File: src/rtl/display_pkg.sv
// display_pkg
//   Shared definitions for the display share arbiter:
//     state_e      - arbiter FSM states (IDLE, SHOW, RELEASE)
//     dwell_cycles - converts a dwell time in ns to a cycle count (at least 1)
//     cnt_width    - width of a down-counter that must hold values 0..dwell
package display_pkg;

  typedef enum logic [1:0] {
    IDLE    = 2'd0,
    SHOW    = 2'd1,
    RELEASE = 2'd2
  } state_e;

  function automatic int dwell_cycles(input int dwell_ns, input int period_ns);
    int c;
    c = dwell_ns / period_ns;
    return (c < 1) ? 1 : c;
  endfunction

  function automatic int cnt_width(input int dwell);
    return (dwell < 1) ? 1 : $clog2(dwell + 1);
  endfunction

endpackage

File: src/rtl/rr_pick.sv
// rr_pick
//   Purely combinational round-robin selector. Scans req_i starting at
//   ptr_i and wrapping; the first set bit wins.
// Ports:
//   req_i    [N-1:0]   request vector
//   ptr_i    [IW-1:0]  index with highest priority this cycle
//   onehot_o [N-1:0]   one-hot winner (zero when valid_o is low)
//   idx_o    [IW-1:0]  winner index (zero when valid_o is low)
//   valid_o            at least one request present
module rr_pick #(
  parameter int N  = 3,
  parameter int IW = 2
) (
  input  logic [N-1:0]  req_i,
  input  logic [IW-1:0] ptr_i,
  output logic [N-1:0]  onehot_o,
  output logic [IW-1:0] idx_o,
  output logic          valid_o
);

  int          pos;
  logic [IW-1:0] pos_idx;

  always_comb begin
    onehot_o = '0;
    idx_o    = '0;
    valid_o  = 1'b0;
    pos      = 0;
    pos_idx  = '0;
    for (int k = 0; k < N; k++) begin
      pos     = (int'(ptr_i) + k) % N;
      pos_idx = IW'(pos);
      if (!valid_o && req_i[pos_idx]) begin
        valid_o           = 1'b1;
        idx_o             = pos_idx;
        onehot_o[pos_idx] = 1'b1;
      end
    end
  end

endmodule

File: src/rtl/display_share_arbiter.sv
// display_share_arbiter
//   Round-robin arbiter sharing one segment display among Requesters sources.
//   The winner owns the display for DwellCycles cycles, its value is driven
//   on Data, then Done pulses once and priority moves past the owner.
//
//   Handshake: a source raises Req[i] and holds it until it sees Done[i]
//   (normal end) or drops it early (abort: no Done is sent). Grant[i] is
//   high for exactly the cycles the display belongs to source i. Req is
//   ignored during the single RELEASE cycle; a Req still high afterwards is
//   arbitrated again as a fresh request.
//
//   Optional feature macro LIVE_DATA_EN: when defined, Data follows
//   ReqData[Owner] every SHOW cycle (1-cycle lag); when undefined, Data is
//   latched at grant and frozen for the dwell.
// Ports:
//   Clock       system clock, rising edge
//   Reset_n     synchronous active-low reset
//   Req         per-source request
//   ReqData     per-source offered value
//   Grant       one-hot owner, zero when idle
//   Done        one-cycle pulse to the owner at end of dwell
//   Data        value to the segment decoder
//   Busy        FSM is not IDLE
//   Owner       index of the current or last owner
//   DbgState_o  raw FSM state (display_pkg::state_e encoding)
module display_share_arbiter
  import display_pkg::*;
#(
  parameter int ClockPeriod_ns = 20,
  parameter int Size           = 4,
  parameter int Requesters     = 3,
  parameter int DwellTime_ns   = 200,
  parameter int IdleValue      = 0
) (
  input  logic                                 Clock,
  input  logic                                 Reset_n,
  input  logic [Requesters-1:0]                Req,
  input  logic [Requesters-1:0][Size-1:0]      ReqData,
  output logic [Requesters-1:0]                Grant,
  output logic [Requesters-1:0]                Done,
  output logic [Size-1:0]                      Data,
  output logic                                 Busy,
  output logic [$clog2(Requesters)-1:0]        Owner,
  output logic [1:0]                           DbgState_o
);

  localparam int DWELL = dwell_cycles(DwellTime_ns, ClockPeriod_ns);
  localparam int CW    = cnt_width(DWELL);
  localparam int OW    = $clog2(Requesters);
  localparam logic [Size-1:0] IDLE_DATA = Size'(IdleValue);

  state_e                state_q;
  logic [Requesters-1:0] grant_q;
  logic [Requesters-1:0] done_q;
  logic [Size-1:0]       data_q;
  logic [OW-1:0]         owner_q;
  logic [OW-1:0]         ptr_q;
  logic [CW-1:0]         cnt_q;

  logic [Requesters-1:0] pick_onehot;
  logic [OW-1:0]         pick_idx;
  logic                  pick_valid;
  logic [OW-1:0]         owner_inc;

  rr_pick #(
    .N  (Requesters),
    .IW (OW)
  ) u_pick (
    .req_i    (Req),
    .ptr_i    (ptr_q),
    .onehot_o (pick_onehot),
    .idx_o    (pick_idx),
    .valid_o  (pick_valid)
  );

  // Priority after a grant ends starts just past the owner, wrapping.
  assign owner_inc = (owner_q == OW'(Requesters - 1)) ? '0 : owner_q + OW'(1);

  always_ff @(posedge Clock) begin
    if (!Reset_n) begin
      state_q <= IDLE;
      grant_q <= '0;
      done_q  <= '0;
      data_q  <= IDLE_DATA;
      owner_q <= '0;
      ptr_q   <= '0;
      cnt_q   <= '0;
    end else begin
      case (state_q)
        IDLE: begin
          done_q <= '0;
          if (pick_valid) begin
            grant_q <= pick_onehot;
            data_q  <= ReqData[pick_idx];
            owner_q <= pick_idx;
            cnt_q   <= CW'(DWELL - 1);
            state_q <= SHOW;
          end
        end

        SHOW: begin
          if (!Req[owner_q]) begin
            // Owner withdrew: release immediately without a Done pulse.
            grant_q <= '0;
            data_q  <= IDLE_DATA;
            ptr_q   <= owner_inc;
            state_q <= IDLE;
          end else begin
`ifdef LIVE_DATA_EN
            data_q <= ReqData[owner_q];
`endif
            if (cnt_q != '0) begin
              cnt_q <= cnt_q - CW'(1);
            end else begin
              grant_q         <= '0;
              done_q          <= '0;
              done_q[owner_q] <= 1'b1;
              state_q         <= RELEASE;
            end
          end
        end

        RELEASE: begin
          done_q  <= '0;
          data_q  <= IDLE_DATA;
          ptr_q   <= owner_inc;
          state_q <= IDLE;
        end

        default: begin
          grant_q <= '0;
          done_q  <= '0;
          data_q  <= IDLE_DATA;
          state_q <= IDLE;
        end
      endcase
    end
  end

  assign Grant      = grant_q;
  assign Done       = done_q;
  assign Data       = data_q;
  assign Busy       = (state_q != IDLE);
  assign Owner      = owner_q;
  assign DbgState_o = state_q;

endmodule

File: config.mk
export PLATFORM = sky130hd
export DESIGN_NAME = display_share_arbiter
export DESIGN_NICKNAME = d
export VERILOG_FILES = /design/src/rtl/display_pkg.sv /design/src/rtl/rr_pick.sv /design/src/rtl/display_share_arbiter.sv
export SDC_FILE = /design/constraint.sdc
export NUM_CORES = 1
export LEC_CHECK = 0
export ABC_AREA = 1
export CORE_MARGIN = 2
export CORE_UTILIZATION = 30
export DETAILED_ROUTE_END_ITERATION = 10
export GPL_ROUTABILITY_DRIVEN = 0
export PLACE_DENSITY = 0.62
export SLEW_MARGIN = 20
export SYNTH_ARGS = -nofsm -noshare
export SYNTH_HDL_FRONTEND = slang
export SYNTH_SLANG_ARGS = --single-unit
File: constraint.sdc
create_clock -name Clock -period 5.4 [get_ports Clock]
set_input_delay 1.08 -clock Clock [delete_from_list [all_inputs] [get_ports Clock]]
set_output_delay 1.08 -clock Clock [all_outputs]
set_load 0.02 [all_outputs]
After elaboration in Yosys (flattened, before gate mapping)
Index checks and enable logic that the tools add are counted.
{ "totals": {"register_bits": 20, "in_bits": 17, "output_inout_bits": 15, "wordCells": 101} }
{ "classes": {"n_addsub": 4, "div": 3, "n_lt_le_gt_ge": 9, "eq_ne": 8, "mux": 45, "n_bitwise": 4, "reduce_logical": 21} }
{ "op_table": {"columns": ["op", "count"], "rows": [
  ["modulo 32 x 3 -> 32 bit, second input constant", 2],
  ["modulo 3 x 3 -> 32 bit, second input constant", 1],
  ["2-to-1 mux 4 bit", 6],
  ["2-to-1 mux 3 bit", 6],
  ["2-to-1 mux 2 bit", 8],
  ["case mux 4 bit (2 select lines)", 2],
  ["< comparator 2 x 3 -> 1 bit, second input constant", 5],
  ["AND reduction 2 bit", 6],
  ["2-to-1 mux 1 bit", 11],
  ["case mux 3 bit (3 select lines)", 1],
  ["binary-select mux 1 bit (select 2 bit)", 4],
  ["binary-select mux 4 bit (select 2 bit)", 1],
  ["demux 1 bit (select 2 bit)", 4],
  [">= comparator 2 x 1 -> 1 bit, second input constant", 4],
  ["!= test 2 bit, second input constant", 4],
  ["case mux 2 bit (2 select lines)", 2],
  ["logical AND 1 bit", 6],
  ["OR 3 bit", 2],
  ["nonzero test 2 bit", 3],
  ["== test 2 bit, second input constant", 2],
  ["AND reduction 4 bit", 1],
  ["nonzero test 4 bit", 1],
  ["subtractor 4 x 1 -> 4 bit, second input constant", 1],
  ["adder 2 x 1 -> 3 bit, second input constant", 1],
  ["8 further kinds", 10]
]} }

Longest topological paths before layout
Gate-level depths: netlist of run 1.
{ "logic_depth": {"depth_word": 14, "ltp_mapped": 16, "depth_no_buf": 16} }

By module
Synthesis of run 1 repeated with hierarchy kept, for this count alone.
{ "unflattened": {"hier_cells": 220, "hier_area_um2": 1405.1} }
{ "modules_own_cells": {"columns": ["mod", "n_inst", "cells_each", "area_per_inst_um2", "seq_area_each_um2"], "rows": [
  ["display_share_arbiter", 1, 159, 1084.8, 400.4],
  ["rr_pick", 1, 61, 320.3, 0.0]
]} }

Worst setup path before layout of run 1
No wires, ideal clock.
{ "synth_timing": {"path_type": "input -> register", "start": "input port Req[2]", "end": "register cnt_q[3]", "setup_ns": 0.128, "t_arrival_ns": 1.968, "required_time_ns": 5.272, "setup_slack_ns": 3.304, "cell_stages": 13, "n_path_buf": 0, "cell_sequence": "inv_2 o21ai_1 nand2_2 nand2_4 inv_4 nand2_8 nand2_8 nand2_4 nand2_1 nand2_1 nand3_1 inv_1 nor2_1"} }
{ "synth_via": {"elab_chain_len": 11, "word_cells_on_any_way": 18, "cone_classes": "eq/ne (2); mux (11); reduce/logical (5)"} }
{ "synth_rtl": {"columns": ["element", "line", "text"], "rows": [
  ["start, declared", "display_share_arbiter.sv:37", "input logic [Requesters-1:0] Req,"],
  ["binary-select mux 1 bit (select 2 bit)", "rr_pick.sv:33", "if (!valid_o && req_i[pos_idx]) begin"],
  ["2-to-1 mux 1 bit (implied by the code)", "rr_pick.sv:33", null],
  ["2-to-1 mux 1 bit", "rr_pick.sv:33", null],
  ["logical NOT 1 bit", "rr_pick.sv:33", null],
  ["logical AND 1 bit", "rr_pick.sv:33", null],
  ["2-to-1 mux 1 bit", "rr_pick.sv:33", null],
  ["logical NOT 1 bit", "rr_pick.sv:33", null],
  ["logical AND 1 bit", "rr_pick.sv:33", null],
  ["2-to-1 mux 1 bit", "rr_pick.sv:33", null],
  ["!= test 2 bit (no source line)", null, null],
  ["AND reduction 4 bit (no source line) *", null, null],
  ["end signal, assigned", "display_share_arbiter.sv:96", "cnt_q <= CW'(DWELL - 1);"],
  ["end signal, assigned", "display_share_arbiter.sv:113", "cnt_q <= cnt_q - CW'(1);"],
  ["end, declared", "display_share_arbiter.sv:58", "logic [CW-1:0] cnt_q;"]
]} }
Every way passes the cells marked *; elsewhere a longest branch is shown, timed or not. The select of a mux whose other input is x is not followed.
A chain may end at the register's enable or synchronous reset.

Worst setup path after layout of run 1
{ "layout_timing": {"start": "register state_q[1] (netlist: DbgState_o[1])", "end": "output port Busy"} }
{ "layout_via": {"elab_chain_len": 1} }
{ "layout_rtl": {"columns": ["element", "line", "text"], "rows": [
  ["start, declared", "display_share_arbiter.sv:52", "state_e state_q;"],
  ["start signal, assigned", "display_share_arbiter.sv:81", "state_q <= IDLE;"],
  ["start signal, assigned", "display_share_arbiter.sv:97", "state_q <= SHOW;"],
  ["start signal, assigned", "display_share_arbiter.sv:107", "state_q <= IDLE;"],
  ["nonzero test 2 bit", "display_share_arbiter.sv:143", "assign Busy = (state_q != IDLE);"],
  ["end, declared", "display_share_arbiter.sv:42", "output logic Busy,"]
]} }
No other way between the ends.

==> results of run 1 <==
==> report_power, final <==
group | internal, W | total (W) | switching (W)
clock network | 0.0000648 | 0.000112 | 0.0000474
logic | 0.000284 | 0.000800 | 0.000517
registers | 0.000199 | 0.000236 | 0.0000366
==> logic make-up (layout without fill, tap and decap cells) <==
| kind of cell | count (synthesis) | in the layout | synth area share |
|---|---|---|---|
| fa+ha+maj | 5 | 5 | 0.0457 |
| buf+inv | 33 | 67 | 0.0923 |
| simple gates | 125 | 125 | 0.442 |
| flops | 20 | 20 | 0.293 |
| compound gates | 28 | 28 | 0.128 |
==> layout by cell type, fill, tap and decap left out, drive strengths merged <==
cell,Yosys,final
nand2,68,68
inv,32,32
clkdlybuf4s50,0,31
nor2,31,31
dfxtp,20,20
nand3,19,19
a21oi,10,10
o21ai,7,7
ha,5,5
a21boi,4,4
nor3,4,4
clkbuf,1,4
a31oi,3,3
a211oi,3,3
nand4,2,2
o22ai,1,1
nor4,1,1
==> final cells by class <==
class / instances / area share
Multi-Input combinational cell: 158 / 0.469
Sequential cell: 20 / 0.223
Timing Repair Buffer: 31 / 0.173
Inverter: 32 / 0.0683
Tap cell: 52 / 0.0362
Clock buffer: 4 / 0.0307
==> worst min-delay path: cells and delay by family, from the launching register on <==
kind | cells | cell delay (ps)
AO/OA/AOI/OAI | 1 | 50
flip-flops | 1 | 310
AND/OR/NAND/NOR | 1 | 60
==> flip-flops by register name, indices dropped and copies added (netlist names) <==
name        cells
DbgState_o      2
Owner           2
Grant           3
ptr_q           2
Data            4
Done            3
cnt_q           4
==> stage by stage <==
stage	total power [W]	setup slack [ps]
floorplan	0.000835	3300
global placement	0.00104	2510
detailed placement	0.00104	2470
CTS	0.00116	2660
global route	0.00127	2520
finish	0.00115	2670
==> layer usage <==
layer  vias to the layer above  global-route usage  routed length [um]  share of wire
met5                         -                   0                   0              0
met4                         0              0.0503                  71          0.021
met3                         6              0.0352                 180          0.053
met2                        43               0.227                1490           0.44
met1                       597               0.197                1640           0.48
li1                        743                   -                   -              -
==> final timing paths <==
kind,start,end,slack (ps),cells past startpoint
max,DbgState_o[1]$_SDFFE_PN0P_,Busy,2670,3
min,Grant[0]$_SDFFE_PN0P_,Grant[0]$_SDFFE_PN0P_,470,2
max reg2reg,ptr_q[0]$_SDFFE_PN0P_,Data[3]$_SDFFE_PN0P_,3280,15
min reg2reg,Grant[0]$_SDFFE_PN0P_,Grant[0]$_SDFFE_PN0P_,470,2
==> reports/qor.yml, run 1 <==
cts:
  cts_post_setup_buffers_inserted: 0
  cts.sink_count: 20
  cts_tree: "built"
  insertion_delay_ps: 250
  cts_max_level: 1
  cts.reportedPaths.clkPinSlew_ps: 70
  clk_path_buf_depth: 2
  cts.repair.resized: 0
  hold_buffers: 0
  clock-root-buffer: "clkbuf_8"
  cts-buffers-inserted: 3
logic_synthesis:
  syn_avg_cell_area_um2: 6.49
  synth-seq-area-share: 0.293
  synth.cell_area_um2: 1370
  synth-edff-count: 0
  yosysUniqueCellTypes: 28
  post_synth_inst_count: 211
  synth_top_cells_by_count: "nand2_1 (60), nor2_1 (27), inv_1 (23), dfxtp_1 (20), nand3_1 (18)"
  yosysTopAreaCell: "dfxtp_1"
  post_synthesis_async_set_or_reset_flop_share: 0
  synthesis.nets: 233
  synth_ff_type: "dfxtp_1"
  synth.top_cells.by_area: "dfxtp_1 (29%), nand2_1 (16%), nor2_1 (7.4%)"
  synth_top_area_frac: 0.293
  synthMostInstantiatedCell: "nand2_1"
  ys_seq_elements: 20
  synth.yosys.warnings: 0
timing:
  totalNegativeSetupSlack_ps: 0
  report.final.slew_viol_count: 0
  timing.hold.ws_ps: 467
  slew-limit-headroom: 0.706
  setup_repair_after_global_routing_missed_its_margin: "no"
  min_period_ps: 2730
  setup_viol: 0
  clock-skew-final_ps: 4.75
  clock.fmax_mhz: 366
  timing_hold_violations_final: 0
  worst_slew_pin_slew_ps: 438
  final.period_utilization: 0.506
place:
  placed_area_um2: 1740
  detailed_place_hpwl_mm: 2.71
  placed_cells: 293
  placement.io_buffers: 31
layout:
  final_net_count: 268
  multiInputGateArea_um2: 842
  final_area_um2: 1800
  fill_cells: 468
  number_of_inserted_diodes: 0
  layout-drive-gt1-share: 0.122
  area_growth_syn_to_layout_pct: 31.2
  area.sequential_um2: 400
  final_core_utilization: 0.410
  final-instance-count-excl-fill: 297
global_route:
  grt_antenna_before_repair: 0
  track_usage: 0.146
  maximum_number_of_pins_on_one_net_before_global_route_repair: 14
  global_route_wire_length_before_repair_mm: 5.97
  gr-total-overflow: 0
  first_global_vias: 1327
critical_path:
  worstPathBufferInverterCount: 2
  critical_path_arrival_ps: 1650
  slowest_delay_ps: 620
  end_kind: "output port"
  critPathTopFamily: "buffers and inverters"
  cp_slowest_cell: "clkdlybuf4s50_1"
  start_kind: "flip-flop"
  worstPathCellList: "nor2_4 -> inv_1 -> clkdlybuf4s50_1"
  worst-path-max-fanout: 7
  worst-setup-path-type: "reg2out"
  cp.required_ps: 4320
floorplan:
  dieArea_um2: 5120
  die-height_um: 71.5
  ioPinCount: 32
  start_util: 0.312
  coreArea_um2: 4380
  chipWidth_um: 71.5
  placement_rows: 24
power:
  power.leakage_nw: 0.814
  power_density_nw_per_um2: 639
  worst_ir_drop_vdd_v: 0.000256
routing:
  dr.first_iter.drc_count: 80
  num_vias: 1389
  route.detailed.drc: 0
  drt.antenna.violating_nets: 0
  drt_first_pass_iters: 4
  detailed_route_wire_length_per_cell_um: 11.4
  vias_per_cell: 4.68
  wirelength_mm: 3.37
run_status:
  outcome: "finished, final reports clean"
run:
  maxCapViolations: 0
min_path:
  holdCritPathClass: "reg2reg"
(Power assumes the default switching activity.)
==> run 2, diff against run 1 <==
- clock period: 5.4 -> 2.86 ns (I/O delays scaled with it)
==> reports/qor.yml, run 2 (synthesis gave the netlist of run 1 again) <==
cts:
  cts.sink_count: 20  # unchanged
  cts_max_level: 1  # unchanged
  insertion_delay_ps: 270  # +20 ps
  cts.reportedPaths.clkPinSlew_ps: 80  # about the same
  clk_path_buf_depth: 2  # unchanged
  hold_buffers: 0  # unchanged
  cts.repair.resized: 0  # unchanged
  clock-root-buffer: "clkbuf_8"
  cts-buffers-inserted: 3  # unchanged
  cts_post_setup_buffers_inserted: 0  # unchanged
  cts_tree: "built"
layout:
  final_net_count: 268  # unchanged
  multiInputGateArea_um2: 842  # unchanged
  number_of_inserted_diodes: 0  # unchanged
  area_growth_syn_to_layout_pct: 32.4
  fill_cells: 475  # +1.5%
  final_common_cell: "nand2_1"
  final_core_utilization: 0.413  # +0.00371
  final-instance-count-excl-fill: 297  # unchanged
  area.sequential_um2: 400  # unchanged
  layout-drive-gt1-share: 0.122  # unchanged
  most-common-layout-cells: "nand2_1 (60), clkdlybuf4s50_1 (31), nor2_1 (27)"
  final_area_um2: 1810  # +0.91%
routing:
  route.detailed.drc: 0  # unchanged
  wirelength_mm: 3.38  # +0.18%
  vias_per_cell: 4.69  # +0.36%
  detailed_route_wire_length_per_cell_um: 11.4  # +0.18%
  drt.antenna.violating_nets: 0  # unchanged
  dr.first_iter.drc_count: 63  # -21%
  num_vias: 1394  # +0.36%
  drt_first_pass_iters: 4  # unchanged
place:
  placement.io_buffers: 31  # unchanged
  placed_area_um2: 1740  # unchanged
  detailed_place_hpwl_mm: 2.67  # -1.4%
  placed_cells: 293  # unchanged
critical_path:
  critical_path_arrival_ps: 1660  # about the same
  end_kind: "output port"
  start_kind: "flip-flop"
  cp_slowest_cell: "clkdlybuf4s50_1"
  worst-setup-path-type: "reg2out"
  worstPathCellList: "nor2_4 -> inv_1 -> clkdlybuf4s50_1"
  cp.required_ps: 2290  # -2030 ps
  slowest_delay_ps: 620  # about the same
  worst-path-max-fanout: 7  # unchanged
floorplan:
  chipWidth_um: 71.5  # unchanged
  placement_rows: 24  # unchanged
  dieArea_um2: 5120  # unchanged
  coreArea_um2: 4380  # unchanged
  start_util: 0.312  # unchanged
  ioPinCount: 32  # unchanged
  die-height_um: 71.5  # unchanged
run:
  maxCapViolations: 0  # unchanged
min_path:
  holdCritPathClass: "reg2reg"
timing:
  slew-limit-headroom: 0.707  # +0.000760
  timing_hold_violations_final: 0  # unchanged
  clock.fmax_mhz: 449
  clock-skew-final_ps: 8.10  # +3.35 ps
  timing.hold.ws_ps: 467  # +0.698 ps
  totalNegativeSetupSlack_ps: 0  # unchanged
  min_period_ps: 2230
  setup_viol: 0  # unchanged
  setup_repair_after_global_routing_missed_its_margin: "no"
  final.period_utilization: 0.779
  report.final.slew_viol_count: 0  # unchanged
  worst_slew_pin_slew_ps: 437  # -1.14 ps
run_status:
  outcome: "finished, final reports clean"
global_route:
  track_usage: 0.144  # -0.00121
  maximum_number_of_pins_on_one_net_before_global_route_repair: 14  # unchanged
  global_route_wire_length_before_repair_mm: 5.84  # -2.1%
  first_global_vias: 1313  # -1.1%
  gr-total-overflow: 0  # unchanged
  grt_antenna_before_repair: 0  # unchanged
power:
  power_density_nw_per_um2: 1240  # +93%
  worst_ir_drop_vdd_v: 0.000491  # +92%
  power.leakage_nw: 0.821  # +0.85%
[run 2: cell types whose count changed in the layout (fill, tap and decap cells not counted)]
cell       previous run  this run
clkbuf_8              4         3
bufinv_16             0         1
[run 2: critical path, delay by kind of cell, from the launching register on]
kind,cells,cell delay (ps)
and+or+nand+nor,1,120
buffers and inverters,2,770
DFF,1,500
[run 2: cell type report]
| class | instances | share of cell area |
|---|---|---|
| sequential | 20 | 0.221 |
| tap | 52 | 0.0359 |
| clock inverter | 1 | 0.0166 |
| clock buffer | 3 | 0.0228 |
| timing repair buffer | 31 | 0.171 |
| multi-input combinational | 158 | 0.465 |
| inverter | 32 | 0.0677 |
[run 2: per-stage QoR]
| stage | total power (W) | setup slack [ps] |
|---|---|---|
| 2_1_floorplan | 0.00158 | 1050 |
| 3_3_place_gp | 0.00196 | 482 |
| 3_5_place_dp | 0.00196 | 456 |
| 4_1_cts | 0.00225 | 613 |
| 6_report | 0.00224 | 631 |
| 5_1_grt | 0.00247 | 496 |
[run 2: path summary, 6_finish.rpt]
kind	startpoint	end	slack [ps]	cells after the start
setup reg to reg	ptr_q[0]$_SDFFE_PN0P_	Data[3]$_SDFFE_PN0P_	740	15
setup / recovery	DbgState_o[1]$_SDFFE_PN0P_	Busy	630	3
hold / removal	Grant[2]$_SDFFE_PN0P_	Grant[2]$_SDFFE_PN0P_	470	2
hold reg to reg	Grant[2]$_SDFFE_PN0P_	Grant[2]$_SDFFE_PN0P_	470	2
[run 2: where the power goes]
group	leakage, nW	switching [W]	internal, W
clock	0.0357	0.0000979	0.000187
sequential	0.164	0.0000683	0.000375
combinational	0.620	0.000975	0.000535
[run 2: routing by layer]
layer  vias up  global-route usage  share of wire
li1        745                   -              -
met1       599               0.192           0.48
met2        43               0.218           0.43
met3         7              0.0450          0.065
met4         0              0.0587          0.021
met5         -                   0              0
